--- src/rtl/uart_tx_frame_controller.sv ---
// UART transmit frame sequencer: start bit, 5-8 data bits LSB first, optional parity, 1-2 stop bits.
// Bit time is divisor x oversampling clocks; every frame setting is captured when the byte is accepted.
module uart_tx_frame_controller #(
  parameter int DATA_WIDTH = 8
) (
  input  logic                  clk,
  input  logic                  reset,
  input  logic [DATA_WIDTH-1:0] txData,
  input  logic                  txValid,
  output logic                  txReady,
  input  logic [3:0]            cfgDataBits,
  input  logic                  cfgParityEnable,
  input  logic                  cfgParityType,
  input  logic                  cfgParityErrorInject,
  input  logic [1:0]            cfgStopBits,
  input  logic [4:0]            cfgOverSampling,
  input  logic [15:0]           cfgBaudDivisor,
  output logic                  tx,
  output logic                  busy,
  output logic                  frameDone
);
  typedef enum logic [2:0] {IDLE, START, DATA, PARITY, STOP} state_e;

  state_e                state_q;
  logic [DATA_WIDTH-1:0] data_q;
  logic [2:0]            lastBit_q;
  logic                  parEn_q, parBit_q, stop2_q;
  logic [4:0]            osLast_q;
  logic [15:0]           divLast_q;
  logic [15:0]           divCnt_q;
  logic [4:0]            tickCnt_q;
  logic [2:0]            bitCnt_q;
  logic                  tx_q, busy_q, ready_q, done_q;

  logic [2:0]            lastBit_d;
  logic [4:0]            osLast_d;
  logic [15:0]           divLast_d;
  logic [DATA_WIDTH-1:0] mask_d;
  logic                  parBit_d;
  logic                  bitEnd;
  logic [2:0]            nextBit;

  // Configuration as it will be latched: out-of-range values fall back to 8 bits / OS 16 / divisor 1.
  always_comb begin
    lastBit_d = (cfgDataBits >= 4'd5 && cfgDataBits <= 4'd8) ? 3'(cfgDataBits - 4'd1) : 3'd7;
    osLast_d  = (cfgOverSampling == 5'd13) ? 5'd12 : 5'd15;
    divLast_d = (cfgBaudDivisor == 16'd0) ? 16'd0 : cfgBaudDivisor - 16'd1;
    mask_d    = '0;
    for (int i = 0; i < DATA_WIDTH; i++) mask_d[i] = (i <= int'(lastBit_d));
    parBit_d  = (^(txData & mask_d)) ^ cfgParityType ^ cfgParityErrorInject;
  end

  assign bitEnd  = (divCnt_q == divLast_q) && (tickCnt_q == osLast_q);
  assign nextBit = bitCnt_q + 3'd1;

  always_ff @(posedge clk or negedge reset) begin
    if (!reset) begin
      state_q   <= IDLE;
      data_q    <= '0;
      lastBit_q <= '0;
      parEn_q   <= 1'b0;
      parBit_q  <= 1'b0;
      stop2_q   <= 1'b0;
      osLast_q  <= '0;
      divLast_q <= '0;
      divCnt_q  <= '0;
      tickCnt_q <= '0;
      bitCnt_q  <= '0;
      tx_q      <= 1'b1;
      busy_q    <= 1'b0;
      ready_q   <= 1'b0;
      done_q    <= 1'b0;
    end else begin
      done_q <= 1'b0;
      // Both counters wrap to zero exactly at bitEnd, so they are clear whenever a state exits.
      if (state_q != IDLE) begin
        if (divCnt_q == divLast_q) begin
          divCnt_q  <= '0;
          tickCnt_q <= (tickCnt_q == osLast_q) ? 5'd0 : tickCnt_q + 5'd1;
        end else begin
          divCnt_q <= divCnt_q + 16'd1;
        end
      end
      case (state_q)
        IDLE: begin
          tx_q   <= 1'b1;
          busy_q <= 1'b0;
          if (txValid && ready_q) begin
            data_q    <= txData;
            lastBit_q <= lastBit_d;
            parEn_q   <= cfgParityEnable;
            parBit_q  <= parBit_d;
            stop2_q   <= (cfgStopBits == 2'd2);
            osLast_q  <= osLast_d;
            divLast_q <= divLast_d;
            state_q   <= START;
            tx_q      <= 1'b0;
            busy_q    <= 1'b1;
            ready_q   <= 1'b0;
          end else begin
            ready_q <= 1'b1;
          end
        end
        START: if (bitEnd) begin
          state_q  <= DATA;
          tx_q     <= data_q[0];
          bitCnt_q <= '0;
        end
        DATA: if (bitEnd) begin
          if (bitCnt_q == lastBit_q) begin
            bitCnt_q <= '0;
            if (parEn_q) begin
              state_q <= PARITY;
              tx_q    <= parBit_q;
            end else begin
              state_q <= STOP;
              tx_q    <= 1'b1;
            end
          end else begin
            bitCnt_q <= nextBit;
            tx_q     <= data_q[nextBit];
          end
        end
        PARITY: if (bitEnd) begin
          state_q <= STOP;
          tx_q    <= 1'b1;
        end
        STOP: if (bitEnd) begin
          // bitCnt doubles as the stop-bit counter for the two-stop-bit case.
          if (stop2_q && bitCnt_q == 3'd0) begin
            bitCnt_q <= 3'd1;
          end else begin
            state_q  <= IDLE;
            bitCnt_q <= '0;
            busy_q   <= 1'b0;
            ready_q  <= 1'b1;
            done_q   <= 1'b1;
          end
        end
        default: state_q <= IDLE;
      endcase
    end
  end

  assign tx        = tx_q;
  assign busy      = busy_q;
  assign txReady   = ready_q;
  assign frameDone = done_q;
endmodule
--- config.mk ---
export PLATFORM = sky130hd
export DESIGN_NAME = uart_tx_frame_controller
export DESIGN_NICKNAME = d
export VERILOG_FILES = /design/src/rtl/uart_tx_frame_controller.sv
export SDC_FILE = /design/constraint.sdc
export NUM_CORES = 1
export LEC_CHECK = 0
export CAP_MARGIN = 0
export CORE_MARGIN = 8
export CORE_UTILIZATION = 60
export DETAILED_ROUTE_END_ITERATION = 12
export HOLD_SLACK_MARGIN = 0.05
export PLACE_DENSITY_LB_ADDON = 0.3
export SETUP_SLACK_MARGIN = 0.3
export SLEW_MARGIN = 20
export SYNTH_ARGS = -nofsm -noshare
export SYNTH_HDL_FRONTEND = slang
export SYNTH_SLANG_ARGS = --single-unit
--- constraint.sdc ---
create_clock -name clk -period 3.5 [get_ports clk]
set_input_delay 0.7 -clock clk [delete_from_list [all_inputs] [get_ports clk]]
set_output_delay 0.7 -clock clk [all_outputs]
set_load 0.01 [all_outputs]
==> implementation parameters <==
Parameter                              Value

Status
  Run status ... finished clean

Global routing
  Met2 track demand over resource ... 30.1%
  Overall Global Routing Usage ... 18.3%
  Antenna violations before repair ... 0
  Pin count of the biggest net entering global routing ... 33
  Met3 demand-to-capacity share in global routing ... 4.17%
  Wire length of the first global-routing pass ... 12.9 mm
  Aggregate global routing overflow ... 0
  Most used routing layer ... met2
  Global routing met1 resource utilization ... 23.1%
  Number of global-route vias before repair ... 2844

Die
  Core region area ... 5850 µm²
  Die Y-Extent ... 93.2 µm
  Floorplan die area ... 8680 µm²
  Die outline width ... 93.2 µm
  Initial core utilization ... 61.1%
  Total I/O pin count ... 45
  Count of standard-cell rows ... 28

Clock network
  Maximum level of the CTS H-tree ... 3
  Number of buffers added to fix hold violations after cts ... 0
  PostCTS Resize Cnt ... 0
  Cell at the root of the clock tree ... sky130_fd_sc_hd__clkbuf_8
  Maximum clock insertion buffer count ... 2
  Setup fix buffers added after clock tree synthesis ... 0
  CTS sink cnt ... 63
  Clock insertion delay at the later pin of the skew report ... 0.33 ns
  Number of buffers added by the clock tree synthesis step ... 9
  Clock slew at the register clock pins of the worst setup and hold paths ... 0.07 ns
  CTS tree ... done

Yosys
  Share of the synthesized area in the top cell type ... 43.4%
  Number of synthesized flops with an enable pin ... 0
  Post-Syn Instances ... 390
  Synthesis-stage register bit count ... 63
  Mean Syn Cell Area ... 9.17 µm²
  Synth warn ... 0
  Ys async rst share ... 100%
  Synth area leaders ... sky130_fd_sc_hd__dfrtp_1 (43%), sky130_fd_sc_hd__xnor2_1 (9.6%), sky130_fd_sc_hd__nand2_1 (7.6%)
  Total nets after synthesis ... 438
  Primary flip-flop cell chosen by synthesis mapping ... sky130_fd_sc_hd__dfrtp_1
  Sequential share of the synthesized area ... 44.1%
  Library cell occupying the most area in the post-synthesis netlist ... sky130_fd_sc_hd__dfrtp_1
  Mapped Area ... 3570 µm²
  Library cells used by synthesis ... 50

Worst setup path
  WS Path Type ... input port to flip-flop
  CP max FO ... 6
  Data arrival at the endpoint of the critical path ... 2.89 ns
  R2R setup slack ... 0.95 ns
  Worst endpoint required time ... 3.71 ns
  Worst Setup End Kind ... flip-flop
  Launching element type of the critical path ... input port

Placement
  Number of port buffers ... 44
  Post-detailed-placement cell area ... 4070 µm²
  GPL Wtd Cong ... 0.851
  Post-DP HPWL ... 5.73 mm

Detailed routing
  Routed WL ... 7.60 mm
  Remaining antenna violation count after routing ... 0
  Wirelength per Cell ... 14.7 µm
  Detailed router's first-iteration violation count ... 122
  Per-cell via count in the routed design ... 5.60
  First-pass detailed-route iteration total ... 4
  Drt drc ... 0
  Vias post-DR ... 2895

Finish
  Area added between synthesis and finish ... 20.2%
  Fillers ... 415
  Diode insertion count for antenna repair ... 0
  Net count of the finished layout ... 485
  Fraction of layout instances using a drive strength above 1 ... 7.92%
  Post-route design area ... 4300 µm²

STA
  Setup TNS ... 0 ns
  Final number of max-transition violations ... 0
  Worst slew slack as a fraction of its limit ... 51.2%
  Unrepaired setup endpoints after global routing ... false
  Final setup fails ... 0
  Total count of hold-check failures in the final report ... 0
  Slew at the pin closest to its max-slew limit ... 0.732 ns
  Min Clock Period, post-route ... 2.68 ns
  Final worst-path cycle share ... 76.5%
  Max Clk Rate ... 0.373 GHz
  Worst clock skew on the final layout ... 0.0111 ns

Power and ir drop
  Max IR drop VDD ... 0.000418 V
  Power per cell area ... 615 nW/µm²
  Static leakage power ... 1.86 nW

Hold path
  Worst hold-check path type ... input port to async pin

Job
  Total of max-cap violations ... 0
## critical path, stage by stage
cell	delay (ns)
sky130_fd_sc_hd__clkdlybuf4s50_1	0.50
sky130_fd_sc_hd__inv_1	0.14
sky130_fd_sc_hd__ha_1	0.19
sky130_fd_sc_hd__nand2_1	0.06
sky130_fd_sc_hd__o2bb2ai_1	0.35
sky130_fd_sc_hd__nor2_1	0.09
sky130_fd_sc_hd__or3b_1	0.39
sky130_fd_sc_hd__xnor2_1	0.13
sky130_fd_sc_hd__nor2_1	0.11
sky130_fd_sc_hd__xnor2_1	0.14
sky130_fd_sc_hd__o21ai_1	0.09
## layer usage
layer | share of wire [%] | up-vias
li1 | - | 1414
met4 | 1.9 | 0
met1 | 46 | 1403
met2 | 49 | 68
met5 | 0 | -
met3 | 3.9 | 10
## Yosys cell counts (3+ instances only)
library cell / instances
sky130_fd_sc_hd__nand4_1: 9
sky130_fd_sc_hd__ha_1: 7
sky130_fd_sc_hd__o21ai_0: 30
sky130_fd_sc_hd__mux2i_1: 3
sky130_fd_sc_hd__nand3_1: 15
sky130_fd_sc_hd__clkbuf_1: 5
sky130_fd_sc_hd__nor2_1: 38
sky130_fd_sc_hd__inv_1: 9
sky130_fd_sc_hd__a31oi_1: 4
sky130_fd_sc_hd__xnor2_1: 39
sky130_fd_sc_hd__o21ai_1: 6
sky130_fd_sc_hd__buf_2: 5
sky130_fd_sc_hd__nand3b_1: 3
sky130_fd_sc_hd__a21oi_1: 8
sky130_fd_sc_hd__xor2_1: 13
sky130_fd_sc_hd__nor3b_1: 3
sky130_fd_sc_hd__dfrtp_1: 62
sky130_fd_sc_hd__and3_1: 6
sky130_fd_sc_hd__nor3_1: 7
sky130_fd_sc_hd__nand2b_1: 7
sky130_fd_sc_hd__nand2_1: 72
## final cells by class
type	instances	area, µm²	share of cell area (%)
Tap cell	75	93.8	2.18
Clock inverter	3	65.1	1.51
Sequential cell	63	1580	36.7
Timing Repair Buffer	50	480	11.2
Inverter	9	33.8	0.786
Multi-Input combinational cell	304	1890	43.9
Clock buffer	13	159	3.70
## cells by family after synthesis
kind of cell / share of synthesized area [%]
AND/OR/NAND/NOR: 24.9
flip-flops: 44.1
AO/OA/AOI/OAI: 9.56
XOR/XNOR: 13.2
buffers and inverters: 3.08
multiplexers: 2.73
adder cells (fa/ha/maj): 2.45
## metrics by stage
step / instances / util (%) / hold slack [ns] / power [mW] / setup slack, ns
floorplan: 390 / - / 0.404 / 1.69 / 1.20
global placement: 501 / 69.6 / 0.458 / 1.89 / 0.618
detailed placement: 501 / 69.6 / 0.465 / 1.94 / 0.523
CTS: 517 / 73.4 / 0.286 / 2.66 / 0.840
global route: 517 / 73.4 / 0.303 / 2.80 / 0.596
finish: 517 / 73.4 / 0.280 / 2.64 / 0.821
## report_power, final
group / switching (mW) / internal, mW / leakage [nW] / total (mW)
Clock: 0.271 / 0.440 / 0.114 / 0.711
Combinational: 0.369 / 0.384 / 0.951 / 0.752
Sequential: 0.213 / 0.967 / 0.798 / 1.18
Total: 0.852 / 1.79 / 1.86 / 2.64
## layout by cell type, fill, tap and decap left out, types with 4 or more instances in the layout
master / Yosys / layout
sky130_fd_sc_hd__nand2b_1: 7 / 7
sky130_fd_sc_hd__o21ai_0: 30 / 30
sky130_fd_sc_hd__nand2_1: 72 / 72
sky130_fd_sc_hd__o21ai_1: 6 / 6
sky130_fd_sc_hd__xor2_1: 13 / 13
sky130_fd_sc_hd__nor2_1: 38 / 38
sky130_fd_sc_hd__ha_1: 7 / 7
sky130_fd_sc_hd__dfrtp_1: 62 / 62
sky130_fd_sc_hd__inv_1: 9 / 9
sky130_fd_sc_hd__nor3_1: 7 / 7
sky130_fd_sc_hd__xnor2_1: 39 / 39
sky130_fd_sc_hd__a31oi_1: 4 / 4
sky130_fd_sc_hd__nand4_1: 9 / 9
sky130_fd_sc_hd__buf_4: 0 / 6
sky130_fd_sc_hd__clkdlybuf4s50_1: 0 / 43
sky130_fd_sc_hd__and3_1: 6 / 6
sky130_fd_sc_hd__clkbuf_8: 0 / 11
sky130_fd_sc_hd__a21oi_1: 8 / 8
sky130_fd_sc_hd__nand3_1: 15 / 15
## path summary, 6_finish.rpt
| kind | cells after the start | startpoint | end |
|---|---|---|---|
| max reg2reg | 5 | divCnt_q[2]$_DFFE_PN0N_ | tickCnt_q[1]$_DFFE_PN0P_ |
| max | 11 | cfgDataBits[0] | parBit_q$_DFFE_PN0P_ |
| min in group clk | 2 | stop2_q$_DFFE_PN0P_ | stop2_q$_DFFE_PN0P_ |
| max in group asynchronous | 2 | reset | data_q[1]$_DFFE_PN0P_ |
| min reg2reg | 2 | stop2_q$_DFFE_PN0P_ | stop2_q$_DFFE_PN0P_ |
| min | 1 | reset | busy$_DFFE_PN0P_ |
## state kept, by name (all words and copies together), names as in the netlist
signal,flops
busy,1
divCnt_q,16
data_q,8
tickCnt_q,5
tx,1
parBit_q,1
txReady,1
parEn_q,1
divLast_q,16
state_q,3
bitCnt_q,3
stop2_q,1
lastBit_q,3
osLast_q,2
frameDone,1
No activity file was read; power rests on OpenSTA's default activity.
